File: src/rtl/fcta_stage_scheduler_if.sv
// Stage-sequencer control bundle: run requests in, stage/layer/sample walk out.
// Signal prefixes are from the scheduler's point of view (i_ = into scheduler).
interface fcta_stage_scheduler_if #(
  parameter int LAYER_BW = 2,
  parameter int BATCH_BW = 3
);
  logic                i_start;
  logic                i_train_en;
  logic                i_abort;
  logic                i_stage_done;
  logic [2:0]          o_stage;
  logic [LAYER_BW-1:0] o_layer_idx;
  logic [BATCH_BW-1:0] o_sample_cnt;
  logic                o_stage_go;
  logic                o_busy;
  logic                o_run_done;

  modport slave (
    input  i_start, i_train_en, i_abort, i_stage_done,
    output o_stage, o_layer_idx, o_sample_cnt, o_stage_go, o_busy, o_run_done
  );

  modport master (
    output i_start, i_train_en, i_abort, i_stage_done,
    input  o_stage, o_layer_idx, o_sample_cnt, o_stage_go, o_busy, o_run_done
  );
endinterface

File: src/rtl/fcta_stage_scheduler.sv
// Training/inference sequencer: walks the shared stage datapath per layer and
// per sample, then issues the parameter update once per batch.
//
// state   | meaning
// IDLE    | waiting for start
// A0      | load input activation of the current sample
// FP      | forward pass, layer_idx ascending
// SOFTMAX | output softmax / loss, layer_idx = last layer
// BPDZ    | backprop dZ for layer_idx (descending)
// BPDA    | backprop dA into layer_idx-1 (never for layer 0)
// BPDW    | backprop dW for layer_idx
// PU      | parameter update, layer_idx ascending, once per batch
module fcta_stage_scheduler #(
  parameter int N_LAYERS = 3,
  parameter int LAYER_BW = 2,
  parameter int BATCH    = 8,
  parameter int BATCH_BW = 3
) (
  input  logic                  clk,
  input  logic                  rst,
  fcta_stage_scheduler_if.slave sif
);

  typedef enum logic [2:0] {
    ST_IDLE    = 3'd0,
    ST_A0      = 3'd1,
    ST_FP      = 3'd2,
    ST_SOFTMAX = 3'd3,
    ST_BPDZ    = 3'd4,
    ST_BPDA    = 3'd5,
    ST_BPDW    = 3'd6,
    ST_PU      = 3'd7
  } stage_t;

  localparam logic [LAYER_BW-1:0] LAST_LAYER  = LAYER_BW'(N_LAYERS - 1);
  localparam logic [BATCH_BW-1:0] LAST_SAMPLE = BATCH_BW'(BATCH - 1);

  stage_t              r_stage;
  logic [LAYER_BW-1:0] r_layer;
  logic [BATCH_BW-1:0] r_sample;
  logic                r_go;
  logic                r_busy;
  logic                r_run_done;
  logic                r_train;
  logic                w_honor;

  // Done is ignored in the go cycle so every stage lasts at least two cycles.
  assign w_honor = sif.i_stage_done && (r_stage != ST_IDLE) && !r_go;

  always_ff @(posedge clk or posedge rst) begin
    if (rst) begin
      r_stage    <= ST_IDLE;
      r_layer    <= '0;
      r_sample   <= '0;
      r_go       <= 1'b0;
      r_busy     <= 1'b0;
      r_run_done <= 1'b0;
      r_train    <= 1'b0;
    end else begin
      r_go       <= 1'b0;
      r_run_done <= 1'b0;
      if (sif.i_abort) begin
        r_stage  <= ST_IDLE;
        r_layer  <= '0;
        r_sample <= '0;
        r_busy   <= 1'b0;
        r_train  <= 1'b0;
      end else if (r_stage == ST_IDLE) begin
        if (sif.i_start) begin
          r_train  <= sif.i_train_en;
          r_sample <= '0;
          r_layer  <= '0;
          r_stage  <= ST_A0;
          r_go     <= 1'b1;
          r_busy   <= 1'b1;
        end
      end else if (w_honor) begin
        r_go <= 1'b1;
        unique case (r_stage)
          ST_A0: begin
            r_stage <= ST_FP;
            r_layer <= '0;
          end
          ST_FP: begin
            if (r_layer == LAST_LAYER) r_stage <= ST_SOFTMAX;
            else                       r_layer <= r_layer + 1'b1;
          end
          ST_SOFTMAX: begin
            if (r_train) begin
              r_stage <= ST_BPDZ;
              r_layer <= LAST_LAYER;
            end else begin
              r_stage    <= ST_IDLE;
              r_layer    <= '0;
              r_go       <= 1'b0;
              r_busy     <= 1'b0;
              r_run_done <= 1'b1;
            end
          end
          ST_BPDZ: r_stage <= ST_BPDW;
          ST_BPDW: begin
            if (r_layer != '0) begin
              r_stage <= ST_BPDA;
            end else if (r_sample == LAST_SAMPLE) begin
              r_stage <= ST_PU;
              r_layer <= '0;
            end else begin
              r_sample <= r_sample + 1'b1;
              r_stage  <= ST_A0;
              r_layer  <= '0;
            end
          end
          ST_BPDA: begin
            r_stage <= ST_BPDZ;
            r_layer <= r_layer - 1'b1;
          end
          ST_PU: begin
            if (r_layer == LAST_LAYER) begin
              r_stage    <= ST_IDLE;
              r_layer    <= '0;
              r_sample   <= '0;
              r_go       <= 1'b0;
              r_busy     <= 1'b0;
              r_run_done <= 1'b1;
            end else begin
              r_layer <= r_layer + 1'b1;
            end
          end
          default: r_go <= 1'b0;
        endcase
      end
    end
  end

  assign sif.o_stage      = r_stage;
  assign sif.o_layer_idx  = r_layer;
  assign sif.o_sample_cnt = r_sample;
  assign sif.o_stage_go   = r_go;
  assign sif.o_busy       = r_busy;
  assign sif.o_run_done   = r_run_done;

endmodule

File: src/flat_wrapper.sv
// flat-port wrapper written by rule: the top's interface ports become plain ports
module fcta_stage_scheduler_flat 
#(
  parameter int N_LAYERS = 3,
  parameter int LAYER_BW = 2,
  parameter int BATCH    = 8,
  parameter int BATCH_BW = 3
)
  (clk, rst, sif_i_start, sif_i_train_en, sif_i_abort, sif_i_stage_done, sif_o_stage, sif_o_layer_idx, sif_o_sample_cnt, sif_o_stage_go, sif_o_busy, sif_o_run_done);
  fcta_stage_scheduler_if #(.LAYER_BW(LAYER_BW), .BATCH_BW(BATCH_BW)) sif_i ();
  input  logic clk;
  input  logic rst;
  input wire logic [$bits(sif_i.i_start)-1:0] sif_i_start;
  input wire logic [$bits(sif_i.i_train_en)-1:0] sif_i_train_en;
  input wire logic [$bits(sif_i.i_abort)-1:0] sif_i_abort;
  input wire logic [$bits(sif_i.i_stage_done)-1:0] sif_i_stage_done;
  output wire logic [$bits(sif_i.o_stage)-1:0] sif_o_stage;
  output wire logic [$bits(sif_i.o_layer_idx)-1:0] sif_o_layer_idx;
  output wire logic [$bits(sif_i.o_sample_cnt)-1:0] sif_o_sample_cnt;
  output wire logic [$bits(sif_i.o_stage_go)-1:0] sif_o_stage_go;
  output wire logic [$bits(sif_i.o_busy)-1:0] sif_o_busy;
  output wire logic [$bits(sif_i.o_run_done)-1:0] sif_o_run_done;
  assign sif_i.i_start = sif_i_start;
  assign sif_i.i_train_en = sif_i_train_en;
  assign sif_i.i_abort = sif_i_abort;
  assign sif_i.i_stage_done = sif_i_stage_done;
  assign sif_o_stage = sif_i.o_stage;
  assign sif_o_layer_idx = sif_i.o_layer_idx;
  assign sif_o_sample_cnt = sif_i.o_sample_cnt;
  assign sif_o_stage_go = sif_i.o_stage_go;
  assign sif_o_busy = sif_i.o_busy;
  assign sif_o_run_done = sif_i.o_run_done;
  fcta_stage_scheduler #(.N_LAYERS(N_LAYERS), .LAYER_BW(LAYER_BW), .BATCH(BATCH), .BATCH_BW(BATCH_BW)) u_core (.clk(clk), .rst(rst), .sif(sif_i));
endmodule
File: config.mk
export PLATFORM = sky130hd
export DESIGN_NAME = fcta_stage_scheduler_flat
export DESIGN_NICKNAME = d
export VERILOG_FILES = /design/src/rtl/fcta_stage_scheduler_if.sv /design/src/rtl/fcta_stage_scheduler.sv /design/src/flat_wrapper.sv
export SDC_FILE = /design/constraint.sdc
export NUM_CORES = 1
export LEC_CHECK = 0
export BUFFER_PORTS_ARGS = -buffer_cell sky130_fd_sc_hd__clkbuf_2
export CAP_MARGIN = 40
export CORE_MARGIN = 2
export CORE_UTILIZATION = 53
export CTS_CLUSTER_DIAMETER = 30
export CTS_CLUSTER_SIZE = 10
export DETAILED_ROUTE_END_ITERATION = 12
export GPL_ROUTABILITY_DRIVEN = 0
export GPL_TIMING_DRIVEN = 0
export HOLD_SLACK_MARGIN = 0.08
export PLACE_DENSITY = 0.77
export SLEW_MARGIN = 10
export SYNTH_ARGS = -nofsm -noshare
export SYNTH_HDL_FRONTEND = slang
export SYNTH_SLANG_ARGS = --single-unit
File: constraint.sdc
create_clock -name clk -period 1.8 [get_ports clk]
set_input_delay 0.09 -clock clk [delete_from_list [all_inputs] [get_ports clk]]
set_output_delay 0.09 -clock clk [all_outputs]
set_load 0.01 [all_outputs]
==> impl_metrics.py, run 1 <==
metrics = {
    "critical_path": {
        "r2r-start": "u_core.sif.o_sample_cnt[0]",
        "cp-end-kind": "flip-flop",
        "cp_max_fo": 3,
        "cp_data_required_time_ns": 1.97,
        "path_class": "reg -> reg",
        "cp.arrival_ns": 1.97,
        "crit_path_start": "u_core.sif.o_sample_cnt[0]",
        "cp-start-kind": "flip-flop",
    },
    "clocking": {
        "clockBufferDepth": 2,
        "insertion_delay_ns": 0.28,
        "ctsRootBufferMaster": "clkbuf_4",
        "cts_buffers": 3,
        "path_clk_slew_ns": 0.08,
        "cts_sinks": 12,
        "cts_tree": "yes",
        "htreeDepth": 1,
    },
    "route": {
        "firstDrtPassIters": 4,
        "wl_per_cell_um": 14.4,
        "detail-route-antenna-nets": 0,
        "vias": 877,
        "viasPerCell": 6.13,
        "drc_errors": 0,
        "finalWirelength_mm": 2.06,
        "drt_iter0_drc": 20,
    },
    "die": {
        "ios": 17,
        "coreArea_um2": 1540,
        "dieArea_um2": 2010,
        "initial_core_util_pct": 57.2,
        "dieHeight_um": 44.8,
        "die_x_um": 44.8,
        "rows": 14,
    },
    "timing": {
        "period_needed_ns": 1.80,
        "finalMaxSlewViolations": 0,
        "skew_ns": 0.00107,
        "fmaxAchievable_ghz": 0.557,
        "setup_viol": 0,
        "grt_setup_unrepaired": "true",
        "post-route-period-util_pct": 99.8,
        "relSlewSlack_pct": 68.5,
        "hold_viol": 0,
        "final.setup.tns_ns": 0,
        "worst_slew_pin_slew_ns": 0.472,
    },
    "grt": {
        "grt_pass1_wl_mm": 3.22,
        "overflow": 0,
        "grt_pass1_vias": 709,
        "grt_max_degree": 13,
        "grt_use_total_pct": 22.2,
        "antenna_found_initial": 0,
    },
    "logic_synthesis": {
        "postSynthCellCount": 102,
        "synth_top_cell_area_share_pct": 34.0,
        "synth_edf_count": 0,
        "synthTopCellsByArea": "dfrtp_1 34%, ha_1 7.1%, a21oi_1 4.0%",
        "synthesis.nets": 113,
        "synth-main-ff-cell": "dfrtp_1",
        "yosysSeqAreaShare_pct": 34.0,
        "synth.distinct_cells": 40,
        "ys_warn_count": 0,
        "async_flop_share_pct": 100,
        "synth_top_area_cell": "dfrtp_1",
        "syn_area_um2": 882,
        "synth.avg_cell_area_um2": 8.65,
        "ys_ff_latch": 12,
    },
    "layout": {
        "num_antenna_cells": 0,
        "layout_common_cells": "16 x clkbuf_2, 12 x dfrtp_1, 8 x nor2_1",
        "stdcell_area_um2": 1090,
        "area_delta_synth_final_pct": 23.3,
        "layout-drive-gt1-share_pct": 33.1,
        "final_common_cell": "clkbuf_2",
        "final_nets": 139,
    },
    "pwr": {
        "p_per_area_nw_per_um2": 633,
        "p_leak_uw": 0.000518,
        "peakVddDrop_uv": 420,
        "p_total_uw": 688,
    },
    "worst_hold_path": {
        "hp-start": "sif_i_start",
        "hp-class": "in -> reg",
    },
    "place": {
        "place_area_um2": 982,
        "port_buffers": 16,
        "dp_hpwl_mm": 1.42,
    },
    "flow_run": {
        "maxCapViolations": 0,
    },
    "status": {
        "status": "completed",
    },
}
==> logic make-up after synthesis <==
| kind of cell | after synthesis | synth area share, % |
|---|---|---|
| buffers and inverters | 14 | 8.94 |
| adder cells (fa/ha/maj) | 5 | 7.09 |
| AND/OR/NAND/NOR | 35 | 21.3 |
| flip-flops | 12 | 34.0 |
| multiplexers | 2 | 2.41 |
| AO/OA/AOI/OAI | 34 | 26.2 |
==> final timing paths <==
| path | end | slack (ns) | depth (start not counted) |
|---|---|---|---|
| min | u_core.r_train | 0.13 | 3 |
| max in group asynchronous | u_core.sif.o_layer_idx[1] | 1.14 | 3 |
| min reg2reg | u_core.sif.o_busy | 0.52 | 2 |
| min in group asynchronous | u_core.sif.o_stage[1] | 0.35 | 3 |
| max reg2reg | u_core.sif.o_sample_cnt[0] | 0.004 | 6 |
| max | u_core.sif.o_sample_cnt[0] | 0.004 | 6 |
==> per-layer routing <==
| metal | routed length, um | vias to the layer above | GRT usage (%) |
|---|---|---|---|
| li1 | - | 425 | - |
| met1 | 943 | 416 | 31.6 |
| met2 | 964 | 32 | 33.9 |
| met3 | 127 | 4 | 3.60 |
| met4 | 23 | 0 | 8.82 |
| met5 | 0 | - | 0 |
==> area by class of cell <==
cell class,instances,area [um^2]
Buffer,9,60.1
Timing Repair Buffer,21,123
Multi-Input combinational cell,76,529
Tap cell,16,20.0
Inverter,5,18.8
Sequential cell,12,300
Fill cell,130,454
Clock buffer,4,36.3
==> registers in the layout, indices dropped and copies added, names as in the netlist <==
signal,cells
u_core.sif.o_sample_cnt,3
u_core.sif.o_stage,3
u_core.sif.o_layer_idx,2
u_core.r_train,1
u_core.sif.o_busy,1
u_core.sif.o_run_done,1
u_core.sif.o_stage_go,1
==> critical path, stage by stage (launching register included) <==
cell	delay, ns
dfrtp_1	0.41
ha_2	0.21
ha_4	0.16
or2_1	0.24
a211oi_2	0.25
o31ai_2	0.13
mux2_2	0.28
==> power breakdown <==
part | internal [uW] | leakage, uW | total [uW] | switching, uW
Clock | 123 | 0.0000210 | 224 | 101
Sequential | 281 | 0.000164 | 291 | 10.0
Combinational | 72.5 | 0.000333 | 173 | 101
==> synthesized netlist by cell type (all sizes together), types with 2 or more instances <==
cell,instances
ha,5
nand2b,3
nor3,4
nand3,4
nand2,7
dfrtp,12
a221oi,2
and3b,2
inv,5
nor2,9
a211oi,2
o21a,2
a21oi,7
a22o,2
buf,9
o22ai,2
a31oi,3
o21ai,7
==> per-stage QoR <==
| step | setup WS [ns] | std cells | hold slack [ns] | util (%) |
|---|---|---|---|---|
| floorplan | 0.112 | 102 | -0.0453 | - |
| global placement | 0.0872 | 134 | 0.0950 | 63.7 |
| detailed placement | 0.0512 | 134 | 0.108 | 63.7 |
| CTS | 0.0182 | 140 | 0.111 | 67.4 |
| global route | -0.0374 | 143 | 0.150 | 70.5 |
| finish | 0.00394 | 143 | 0.130 | 70.5 |
==> what timing repair did <==
item	CTS	global route
buffers inserted	0	3
gates resized for setup	0	6
hold buffers	2	0
endpoints found under the hold margin	13	0
endpoints found under the setup margin	0	4
No activity file was read; power rests on OpenSTA's default activity.
==> run 2, diff against run 1 <==
--- a/config.mk
+++ b/config.mk
@@ -8,14 +8,15 @@
 export BUFFER_PORTS_ARGS = -buffer_cell sky130_fd_sc_hd__clkbuf_2
 export CAP_MARGIN = 40
 export CORE_MARGIN = 2
-export CORE_UTILIZATION = 53
+export CORE_UTILIZATION = 57
 export CTS_CLUSTER_DIAMETER = 30
 export CTS_CLUSTER_SIZE = 10
 export DETAILED_ROUTE_END_ITERATION = 12
 export GPL_ROUTABILITY_DRIVEN = 0
 export GPL_TIMING_DRIVEN = 0
 export HOLD_SLACK_MARGIN = 0.08
-export PLACE_DENSITY = 0.77
+export MAX_ROUTING_LAYER = met4
+export PLACE_DENSITY = 0.82
 export SLEW_MARGIN = 10
 export SYNTH_ARGS = -nofsm -noshare
 export SYNTH_HDL_FRONTEND = slang
==> constraint.sdc (replaced) <==
create_clock -name clk -period 2.2 [get_ports clk]
set_input_delay 0.11 -clock clk [delete_from_list [all_inputs] [get_ports clk]]
set_output_delay 0.11 -clock clk [all_outputs]
set_load 0.01 [all_outputs]
==> run 2 against run 1 <==
Clock power shrank 23%. Flip-flop and latch count unchanged. Combinational power shrank 22%. Cell count fell by 2.8%. Power shrank 21%. Utilization is 0.64 points lower. Non-clock buffer count shrank 4.
==> impl_metrics.py, run 2 (synthesis gave the netlist of run 1 again) <==
metrics = {
    "timing": {
        "period_needed_ns": 1.89,
        "fmaxAchievable_ghz": 0.528,
        "grt_setup_unrepaired": "false",
        "setup_viol": 0,
        "hold_viol": 0,
        "finalMaxSlewViolations": 0,
        "skew_ns": 0.00729,
        "final.setup.tns_ns": 0,
        "relSlewSlack_pct": 68.4,
        "post-route-period-util_pct": 86.0,
        "worst_slew_pin_slew_ns": 0.469,
    },
    "route": {
        "finalWirelength_mm": 2.13,
        "vias": 865,
        "firstDrtPassIters": 4,
        "wl_per_cell_um": 15.3,
        "detail-route-antenna-nets": 0,
        "drc_errors": 0,
        "drt_iter0_drc": 51,
        "viasPerCell": 6.22,
    },
    "die": {
        "coreArea_um2": 1470,
        "ios": 17,
        "die_x_um": 43.3,
        "initial_core_util_pct": 59.9,
        "dieArea_um2": 1880,
        "dieHeight_um": 43.3,
        "rows": 14,
    },
    "grt": {
        "grt_pass1_wl_mm": 3.39,
        "grt_use_total_pct": 24.9,
        "grt_pass1_vias": 749,
        "grt_max_degree": 13,
        "overflow": 0,
        "antenna_found_initial": 0,
    },
    "critical_path": {
        "cp-start-kind": "flip-flop",
        "path_class": "reg -> reg",
        "r2r_end": "u_core.sif.o_sample_cnt[0]",
        "cp_data_required_time_ns": 2.36,
        "r2r_setup_slack_ns": 0.31,
        "r2r_cells": 6,
        "r2r-start": "u_core.sif.o_layer_idx[0]",
        "cp.arrival_ns": 2.05,
        "crit_path_start": "u_core.sif.o_layer_idx[0]",
        "cp-end-kind": "flip-flop",
        "cp_max_fo": 5,
    },
    "clocking": {
        "cts.repair.resized": 0,
        "htreeDepth": 1,
        "cts_buffers": 3,
        "cts_tree": "yes",
        "cts_sinks": 12,
        "path_clk_slew_ns": 0.08,
        "insertion_delay_ns": 0.27,
        "clockBufferDepth": 2,
        "ctsRootBufferMaster": "clkbuf_4",
    },
    "layout": {
        "layout-drive-gt1-share_pct": 27.6,
        "fillCellCount": 122,
        "num_antenna_cells": 0,
        "fin_util_pct": 69.9,
        "final_common_cell": "clkbuf_2",
        "area_delta_synth_final_pct": 16.6,
        "stdcell_area_um2": 1030,
        "regArea_um2": 300,
        "final_nets": 135,
        "multi_input_area_um2": 503,
        "layout_common_cells": "16 x clkbuf_2, 12 x dfrtp_1, 8 x nor2_1",
    },
    "place": {
        "place_area_um2": 982,
        "port_buffers": 16,
        "dp_hpwl_mm": 1.63,
    },
    "flow_run": {
        "maxCapViolations": 0,
    },
    "worst_hold_path": {
        "hp-start": "sif_i_train_en",
        "hp-class": "in -> reg",
        "hold-path-endpoint": "u_core.r_train",
        "min_delay_path_depth": 3,
    },
    "status": {
        "status": "completed",
    },
    "pwr": {
        "p_per_area_nw_per_um2": 531,
        "p_leak_uw": 0.000502,
        "peakVddDrop_uv": 476,
    },
}
==> run 2: metal layers <==
metal / global-route usage (%) / vias up / part of all wire [%]
met1: 33.1 / 395 / 39
met2: 41.5 / 44 / 52
met5: - / - / 0
met4: 6.67 / 0 / 2.5
li1: - / 414 / -
met3: 1.67 / 12 / 6.4
==> run 2: per-stage QoR <==
stage | worst slack [ns] | total power [uW] | hold slack (ns) | std cells
6_report | 0.307 | 547 | 0.128 | 139
5_1_grt | 0.205 | 574 | 0.154 | 139
4_1_cts | 0.326 | 545 | 0.132 | 139
3_5_place_dp | 0.351 | 374 | 0.122 | 134
3_3_place_gp | 0.494 | 368 | 0.109 | 134
2_1_floorplan | 0.512 | 337 | -0.0253 | 102
==> run 2: repair_timing <==
item / 4_1_cts / 5_1_grt
hold buffers: 1 / 0
buffers inserted: 0 / 0
hold endpoints to repair: 12 / 0
==> run 2: how the worst max path moves through the flow <==
stage / to / slack, ns / depth (start not counted)
after floorplan: u_core.sif.o_sample_cnt[0] / 0.51 / 6
after CTS: u_core.sif.o_sample_cnt[0] / 0.33 / 6
after global placement: u_core.sif.o_sample_cnt[0] / 0.49 / 6
after detailed placement: u_core.sif.o_sample_cnt[0] / 0.35 / 6
after global routing: u_core.sif.o_sample_cnt[0] / 0.21 / 6
final: u_core.sif.o_sample_cnt[0] / 0.31 / 6
==> run 2: power breakdown <==
group | total [uW] | leakage (uW) | internal, uW | switching [uW]
Clock | 173 | 0.0000210 | 100 | 72.2
Sequential | 239 | 0.000164 | 230 | 8.86
Combinational | 135 | 0.000317 | 53.7 | 81.4
Total | 547 | 0.000502 | 384 | 163
==> run 2: critical path: stages, from the launching register on <==
cell and delay [ns]:
dfrtp_1 0.43, inv_1 0.12, ha_1 0.26, and3b_1 0.22, o21ai_1 0.26, o31ai_1 0.19
mux2_2 0.30
==> run 2: cell type report <==
class,instances,share of cell area (%)
Multi-Input combinational cell,76,48.9
Sequential cell,12,29.2
Timing Repair Buffer,17,8.76
Buffer,9,5.84
Clock buffer,4,3.53
Tap cell,16,1.95
Inverter,5,1.82
==> run 3, diff against run 2 <==
--- a/config.mk
+++ b/config.mk
@@ -15,7 +15,6 @@
 export GPL_ROUTABILITY_DRIVEN = 0
 export GPL_TIMING_DRIVEN = 0
 export HOLD_SLACK_MARGIN = 0.08
-export MAX_ROUTING_LAYER = met4
 export PLACE_DENSITY = 0.82
 export SLEW_MARGIN = 10
 export SYNTH_ARGS = -nofsm -noshare
==> run 3 against run 2 <==
First-iteration DRC count decreased by 45%. Count of clock-buffer cells in the layout unchanged. Setup slack gained 0.0022 ns. Sequential share of layout area unchanged. Largest power group unchanged. Clock skew about the same. Critical endpoint unchanged.
==> impl_metrics.py, run 3 (synthesis gave the netlist of run 1 again) <==
metrics = {
    "status": {
        "status": "completed",
    },
    "pwr": {
        "p_total_uw": 547,
        "p_leak_uw": 0.000502,
        "switching_share_pct": 29.7,
        "pwr-share-seq_pct": 43.7,
        "netSwitchingPower_uw": 162,
        "peakVddDrop_uv": 475,
        "combPwrFrac_pct": 24.7,
        "p_per_area_nw_per_um2": 531,
        "internal_power_uw": 384,
        "p_clk_share_pct": 31.6,
    },
    "critical_path": {
        "cp.arrival_ns": 2.05,
        "cp_max_fo": 5,
        "cp-end-kind": "flip-flop",
        "cp-start-kind": "flip-flop",
        "path_class": "reg -> reg",
        "r2r-start": "u_core.sif.o_layer_idx[0]",
        "r2r_cells": 6,
        "crit_path_start": "u_core.sif.o_layer_idx[0]",
        "cp_data_required_time_ns": 2.36,
    },
    "timing": {
        "period_needed_ns": 1.89,
        "grt_setup_unrepaired": "false",
        "finalMaxSlewViolations": 0,
        "setup_viol": 0,
        "worst_slew_pin_slew_ns": 0.452,
        "final.setup.tns_ns": 0,
        "fmaxAchievable_ghz": 0.529,
        "post-route-period-util_pct": 85.9,
        "hold_viol": 0,
        "skew_ns": 0.00751,
        "hold_ws_ns": 0.130,
        "relSlewSlack_pct": 69.8,
    },
    "clocking": {
        "htreeDepth": 1,
        "cts_setup_buffers": 0,
        "insertion_delay_ns": 0.27,
        "cts_buffers": 3,
        "cts_tree": "yes",
        "clockBufferDepth": 2,
        "ctsRootBufferMaster": "clkbuf_4",
        "cts.repair.resized": 0,
        "cts_sinks": 12,
        "path_clk_slew_ns": 0.08,
    },
    "grt": {
        "overflow": 0,
        "grt_pass1_wl_mm": 3.35,
        "grt_use_total_pct": 24.1,
        "grt_pass1_vias": 753,
        "grt_max_degree": 13,
        "antenna_found_initial": 0,
    },
    "layout": {
        "num_antenna_cells": 0,
        "layout-drive-gt1-share_pct": 27.6,
        "final_nets": 135,
        "layout_common_cells": "16 x clkbuf_2, 12 x dfrtp_1, 8 x nor2_1",
        "multi_input_area_um2": 503,
        "fin_util_pct": 69.9,
        "area_delta_synth_final_pct": 16.6,
        "regArea_um2": 300,
        "final_common_cell": "clkbuf_2",
        "fillCellCount": 122,
    },
    "route": {
        "wl_per_cell_um": 15.5,
        "viasPerCell": 6.33,
        "firstDrtPassIters": 4,
        "detail-route-antenna-nets": 0,
        "drt_iter0_drc": 28,
        "vias": 880,
        "drc_errors": 0,
        "finalWirelength_mm": 2.16,
    },
    "die": {
        "dieArea_um2": 1880,
        "die_x_um": 43.3,
        "ios": 17,
        "rows": 14,
        "initial_core_util_pct": 59.9,
        "dieHeight_um": 43.3,
        "coreArea_um2": 1470,
    },
    "worst_hold_path": {
        "hp-class": "in -> reg",
        "min_delay_path_depth": 3,
        "hp-start": "sif_i_train_en",
    },
    "place": {
        "dp_hpwl_mm": 1.63,
        "port_buffers": 16,
    },
    "flow_run": {
        "maxCapViolations": 0,
    },
}
==> run 3: cell counts in the layout (fill, tap and decap cells not counted) <==
No cell type changed its count.
==> run 3: per-stage QoR <==
step	worst slack [ns]	instances	area, um^2
floorplan	0.512	102	882
finish	0.310	139	1030
global placement	0.494	134	982
global route	0.205	139	1030
CTS	0.326	139	1030
detailed placement	0.351	134	982
==> run 3: final cells by class <==
cell class	instances	share of cell area, %
multi-input cells	76	48.9
clock buffers	4	3.53
well taps	16	1.95
flip-flops and latches	12	29.2
repair buffers	17	8.76
plain buffers	9	5.84
inverters	5	1.82
==> run 3: power by group through the flow <==
stage / Combinational (uW) / Sequential, uW / Clock (uW)
detailed placement: 131 / 243 / 0
global route: 149 / 240 / 184
global placement: 126 / 242 / 0
floorplan: 91.0 / 246 / 0
finish: 135 / 239 / 173
CTS: 134 / 239 / 173
==> run 3: worst paths after layout <==
path	end	slack [ns]
max	u_core.sif.o_sample_cnt[0]	0.31
min	u_core.r_train	0.13
max reg2reg	u_core.sif.o_sample_cnt[0]	0.31
min reg2reg	u_core.sif.o_sample_cnt[1]	0.55
max in group asynchronous	u_core.sif.o_stage[0]	1.51
min in group asynchronous	u_core.sif.o_stage[1]	0.37
==> run 3: layer usage <==
| layer | routed length, um | vias to the layer above | global-route usage (%) |
|---|---|---|---|
| met5 | 0 | - | 0 |
| met4 | 20 | 0 | 6.67 |
| met3 | 151 | 4 | 1.67 |
| met2 | 1120 | 50 | 41.5 |
| met1 | 862 | 414 | 32.8 |
| li1 | - | 412 | - |
==> run 3: timing repair <==
item	CTS	global route
hold buffers	1	0
hold endpoints to repair	12	0
setup endpoints to repair	0	0
==> run 3: worst max-delay path, stage by stage (launching register included) <==
cell and delay (ns):
dfrtp_1 0.43, inv_1 0.12, ha_1 0.26, and3b_1 0.23
o21ai_1 0.26, o31ai_1 0.18, mux2_2 0.30
